==> config.mk <==
export PLATFORM = sky130hd
export DESIGN_NAME = nrm_nbit
export DESIGN_NICKNAME = d
export VERILOG_FILES = /design/src/rtl/nrm_nbit_pkg.sv /design/src/rtl/add_nbit.sv /design/src/rtl/nrm_detect.sv /design/src/rtl/nrm_nbit.sv
export SDC_FILE = /design/constraint.sdc
export NUM_CORES = 1
export LEC_CHECK = 0
export CAP_MARGIN = 20
export CORE_UTILIZATION = 47
export DETAILED_ROUTE_END_ITERATION = 12
export PLACE_DENSITY = 0.87
export SLEW_MARGIN = 20
export SYNTH_ARGS = -nofsm -noshare
export SYNTH_HDL_FRONTEND = slang
export SYNTH_HIERARCHICAL = 1
export SYNTH_SLANG_ARGS = --single-unit
==> constraint.sdc <==
create_clock -name clk -period 1.6 [get_ports clk]
set_clock_uncertainty 0.1 [all_clocks]
set_input_delay 0.24 -clock clk [delete_from_list [all_inputs] [get_ports clk]]
set_output_delay 0.24 -clock clk [all_outputs]
set_load 0.005 [all_outputs]
==> src/rtl/nrm_nbit_pkg.sv <==
// Shared definitions for the sequential normalizer: FSM encoding and mode constants.
package nrm_nbit_pkg;

   typedef enum logic [1:0] {
      IDLE  = 2'd0,
      SHIFT = 2'd1,
      DONE  = 2'd2
   } state_t;

   localparam logic MODE_UNSIGNED = 1'b0;
   localparam logic MODE_SIGNED   = 1'b1;

endpackage

==> src/rtl/add_nbit.sv <==
// Plain N-bit adder, carry-out discarded (wraps modulo 2^N).
module add_nbit #(
   parameter int unsigned N = 8
) (
   input  logic [N-1:0] a,
   input  logic [N-1:0] b,
   output logic [N-1:0] s
);

   assign s = a + b;

endmodule

==> src/rtl/nrm_detect.sv <==
// Combinational normalized-word detector for unsigned or two's-complement operands.
module nrm_detect
   import nrm_nbit_pkg::*;
#(
   parameter int unsigned N = 8
) (
   input  logic [N-1:0] word,
   input  logic         mode,
   output logic         normalized
);

   // Signed words are normalized once the sign bit differs from the bit below it.
   assign normalized = (mode == MODE_SIGNED) ? (word[N-1] != word[N-2]) : word[N-1];

endmodule

==> src/rtl/nrm_nbit.sv <==
// Sequential normalizer: left-shifts an operand one bit per clock until normalized,
// then reports the normalized value, the shift count and an all-zero flag.
module nrm_nbit
   import nrm_nbit_pkg::*;
#(
   parameter int unsigned N = 8,
   parameter int unsigned M = 3
) (
   input  logic         clk,
   input  logic         rst,
   input  logic         start,
   input  logic         mode,
   input  logic [N-1:0] x,
   output logic         busy,
   output logic         done,
   output logic [N-1:0] r,
   output logic [M-1:0] cnt,
   output logic         zero
);

   state_t       state;
   state_t       state_nxt;
   logic [N-1:0] work;
   logic         work_mode;
   logic [M-1:0] count;
   logic [M-1:0] count_inc;
   logic         norm;

   nrm_detect #(.N(N)) u_detect (
      .word       (work),
      .mode       (work_mode),
      .normalized (norm)
   );

   add_nbit #(.N(M)) u_inc (
      .a (count),
      .b (M'(1)),
      .s (count_inc)
   );

   // Next-state logic
   always_comb begin
      state_nxt = state;
      case (state)
         IDLE:    if (start) state_nxt = (x == '0) ? DONE : SHIFT;
         SHIFT:   if (norm) state_nxt = DONE;
         DONE:    state_nxt = IDLE;
         default: state_nxt = IDLE;
      endcase
   end

   // State, datapath and registered outputs
   always_ff @(posedge clk or posedge rst) begin
      if (rst) begin
         state     <= IDLE;
         work      <= '0;
         work_mode <= MODE_UNSIGNED;
         count     <= '0;
         busy      <= 1'b0;
         done      <= 1'b0;
         r         <= '0;
         cnt       <= '0;
         zero      <= 1'b0;
      end else begin
         state <= state_nxt;
         busy  <= (state_nxt != IDLE);
         done  <= (state_nxt == DONE);
         case (state)
            IDLE: begin
               if (start) begin
                  work      <= x;
                  work_mode <= mode;
                  count     <= '0;
                  if (x == '0) begin
                     r    <= '0;
                     cnt  <= '0;
                     zero <= 1'b1;
                  end
               end
            end
            SHIFT: begin
               if (norm) begin
                  r    <= work;
                  cnt  <= count;
                  zero <= 1'b0;
               end else begin
                  work  <= {work[N-2:0], 1'b0};
                  count <= count_inc;
               end
            end
            default: ;
         endcase
      end
   end

endmodule

Yosys cells after proc, flatten, opt, wreduce, memory -nomap -nowiden
Cells that the tools add are included.
W data, S select, Z words.
Storage, ports and cells
  bits in registers: 28
  input bits: 12
  output and inout bits: 14
  logic and storage cells: 47
Operators by class
  add/sub/neg operators: 1
  equality and inequality tests: 7
  muxes and demuxes: 23
  reduce and logical (&&, ||, !) cells: 7
Operators with widths (number)
  $mux W8: 5
  $pmux W8 S2: 2
  $mux W3: 5
  $pmux W3 S2: 2
  $logic_not A8 Y1: 1
  $ne A2 B2 Y1 const B: 4
  $mux W2: 3
  $mux W1: 4
  $pmux W2 S2: 1
  $reduce_and A4 Y1: 1
  $reduce_bool A2 Y1: 2
  $add A3 B1 Y3 const B: 1
  $reduce_and A3 Y1: 1
  $eq A2 B1 Y1 const B: 1
  $eq A2 B2 Y1 const B: 1
  $logic_not A2 Y1: 1
  $pmux W1 S2: 1
  $reduce_and A2 Y1: 1
  $ne A1 B1 Y1: 1

Depth between registers and ports, before layout
  depth in word-level cells: 5
  gate-level depth with buffers: 6

Hierarchy
Netlist, hierarchy kept.
By module, submodules not included
  nrm_nbit: times used 1, cells an instance 130, area each 1441.4 sq um, seq. area each 700.7 sq um
  add_nbit: times used 1, cells an instance 3, area each 56.3 sq um, seq. area each 0.0 sq um
  nrm_detect: times used 1, cells an instance 2, area each 12.5 sq um, seq. area each 0.0 sq um

Worst setup path before layout
Ideal clock, no wire load.
  path kind: reg-to-reg
  from: register work[6]
  to: register work[1]
  setup time: 0.125 ns
  arrival time: 1.456 ns
  data required time: 1.375 ns
  path slack: -0.081 ns
  stages on the path, launching flop included: 7
  cell sequence: dfrtp_1 nand2_1 xnor2_1 nand2b_1 a21oi_1 buf_2 mux2_2
On the way
  word-level cells in the longest chain between the ends: 4
Ends and longest elaborated chain
  start: declaration: RTL line nrm_nbit.sv:23  | logic [N-1:0] work;
  start signal: assignment: RTL line nrm_nbit.sv:87  | work <= {work[N-2:0], 1'b0};
  $ne A1 B1 Y1: RTL line nrm_detect.sv:13  | assign normalized = (mode == MODE_SIGNED) ? (word[N-1] != word[N-2]) : word[N-1];
  $mux W1: RTL line nrm_detect.sv:13
  named net norm: RTL line nrm_nbit.sv:27  | logic norm;
  $ne A2 B2 Y1 (no source line)
  $reduce_and A3 Y1 (no source line)
The timed path passes the listed nets, and every way through them passes these cells.
A chain may end at the register's enable or synchronous reset.

Worst setup path after layout
  from: register work[6]
  to: register work[5]
Same word-level chain as after synthesis.

==> metrics.txt <==
I/O Buffers=25; final setup fails=9; hold crit path type=primary input to asynchronous set/reset pin; Clock Latency Late Sink=0.34 ns; post-route minimum period=1.646 ns; DRT Pass-1 Iters=4; GRT Overall Usage=24.47%; first-iteration detailed-routing DRC count=61; Inst Count DP=217; Antenna Nets Post-Route=0; CORE AREA=0.003053 mm2; critical path arrival=1.80 ns; outcome=finished, violations left; Leakage=1.089 nW; Residual DRC=0; Worst Path Buf+Inv=1; CP top delay family=flip-flops; FF+latch count, synth=28; Root Driver=clkbuf_4; WL final=4.161 mm; mean number of vias per cell=5.586; Worst Path Max Fanout=7; Hold Violations, Final=0; Area contributors post-synth=dfrtp_1, mux2_4, mux2_2; num rows=20; most frequent cell after synthesis=dfrtp_1; post-synth cell types=29; CTS Buf Count=3; cts hold-fix bufs=0; vias in the first global route=1284; synth warn=6; CTS HTree Levels=1; fin util=73.77%; ys async rst share=100.0%; Chip Height=58.69 um; Worst setup EP type=register; Syn Area/Cell=11.19 um2; Clock Sinks=28; IO Count=26; die width=58.69 um; crit path kind=register to register; WL met1=1.814 mm; Reg area=700.7 um2; area of the multi-input gates=793.3 um2; Final #Nets=210; Initial Utilization=49.47%; Req. time, crit path=1.75 ns; Final period util=102.9%; CP peak stage delay=0.42 ns; fill count=207; sequential share of the synthesized area=46.40%; Worst setup SP type=register; WL per Instance=17.41 um; dominant synthesized flop cell=dfrtp_1; final global-route overflow total=0; CTS max path bufs=2; max-slew violation count=0; setup TNS=-0.2786 ns; global-route wire length before repair=6.258 mm; RePlAce Congestion=0.8149; Cells after Synth=135; CTS tree=built; total number of vias=1335; post-synth top area share=46.40%; peak supply drop=1.124 mV; worst hold slack=0.1373 ns; routed wire length on met3=157 um; initial antenna violation count=0; pwr dens=2205 mW/mm2; crit-path cells=nand2_2, xnor2_2, nand2b_4, a21oi_4, buf_8, mux2_4; final cell count without fillers=239; CTS clk-pin slew, worst paths=0.16 ns; n_diodes=0; Max-cap violations=0; largest net degree at the start of global routing=29; slowest stage cell, crit path=dfrtp_1; failing checks=setup timing; share of cells above drive strength 1=35.38%; Max Freq=0.6074 GHz; die area=0.003444 mm2; Max Used Layer=met4; dpl hpwl=2.543 mm; Area growth syn-to-layout=49.13%; Post-synth top cells=dfrtp_1, inv_1, nand2_1; unrepaired setup endpoints after global routing=yes; EDFF count, synth=0; Post-Syn Area=0.001510 mm2; area leader, netlist=dfrtp_1; met2 WL=2.082 mm; setup ws final=-0.04623 ns
==> worst reg2reg max path, stage by stage (launching register included) <==
cell and delay [ns]:
dfrtp_1 0.42, nand2_2 0.09, xnor2_2 0.16, nand2b_4 0.16, a21oi_4 0.15, buf_8 0.17
mux2_4 0.32
==> flip-flops by register name (all words and copies together), names as in the netlist <==
signal     count
cnt            3
zero           1
work_mode      1
busy           1
state          2
done           1
count          3
work           8
r              8
==> what timing repair did <==
item,4_1_cts,5_1_grt
gates resized for setup,18,21
setup endpoints to repair,27,33
buffers inserted,10,8
pin swaps,5,5
==> worst paths after layout <==
kind | startpoint | to | slack [ns] | depth (start not counted)
min in group clk | mode | work_mode$_DFFE_PP0P_ | 0.45 | 2
min reg2reg | r[4]$_DFFE_PP0P_ | r[4]$_DFFE_PP0P_ | 0.45 | 2
max reg2reg | work[6]$_DFFE_PP0P_ | work[5]$_DFFE_PP0P_ | -0.05 | 6
max | work[6]$_DFFE_PP0P_ | work[5]$_DFFE_PP0P_ | -0.05 | 6
min | rst | cnt[2]$_DFFE_PP0P_ | 0.14 | 3
max in group asynchronous | rst | r[6]$_DFFE_PP0P_ | 1.00 | 3
==> report_power, final <==
group	switching (mW)	internal, mW	total, mW
Clock	0.220	0.140	0.360
Sequential	0.270	1.04	1.31
Combinational	1.35	1.95	3.30
==> kinds of logic after synthesis <==
logic type,after synthesis,synth area share (%)
muxes,15,12.92
xor gates and xnor gates,2,2.154
AOI/OAI and AO/OA,35,18.64
DFF,28,46.40
and+or+nand+nor,27,10.36
adders and majority gates,2,2.154
buffers and inverters,24,6.876
other,2,0.4973
==> through the flow <==
stage                     area, um2  setup WS (ns)  power (mW)
after floorplan                1534       0.005521       2.780
after global placement         1968        -0.1885       3.605
after detailed placement       1968        -0.2641       3.726
after CTS                      2137       -0.04424       4.541
after global routing           2252       -0.06831       5.236
final                          2252       -0.04623       4.965
==> cell type report <==
| class | count | share of cell area [%] |
|---|---|---|
| flip-flops and latches | 28 | 31.11 |
| multi-input cells | 84 | 35.22 |
| inverters | 15 | 2.611 |
| clock buffers | 4 | 1.611 |
| repair buffers | 64 | 27.00 |
| well taps | 44 | 2.444 |
==> metal layers <==
metal,global-route usage (%),up-vias
li1,-,611
met1,31.79,669
met2,42.36,44
met3,2.857,11
met4,8.844,0
met5,0,-
==> cells in the final DEF, fill, tap and decap left out, types with 2 or more instances in the layout <==
master / count
nand2b_1: 2
a22o_1: 7
clkbuf_4: 3
a221o_1: 4
and2_1: 6
buf_12: 3
clkdlybuf4s50_1: 17
a32oi_1: 7
nand4_1: 3
buf_4: 34
dfrtp_1: 28
nor2b_4: 2
inv_1: 14
nand2_1: 8
dlymetal6s2s_1: 7
a21oi_1: 2
mux2_4: 14
conb_1: 3
nor4_2: 2
o311ai_1: 7
o21ai_1: 3
No activity file was read; power rests on OpenSTA's default activity.
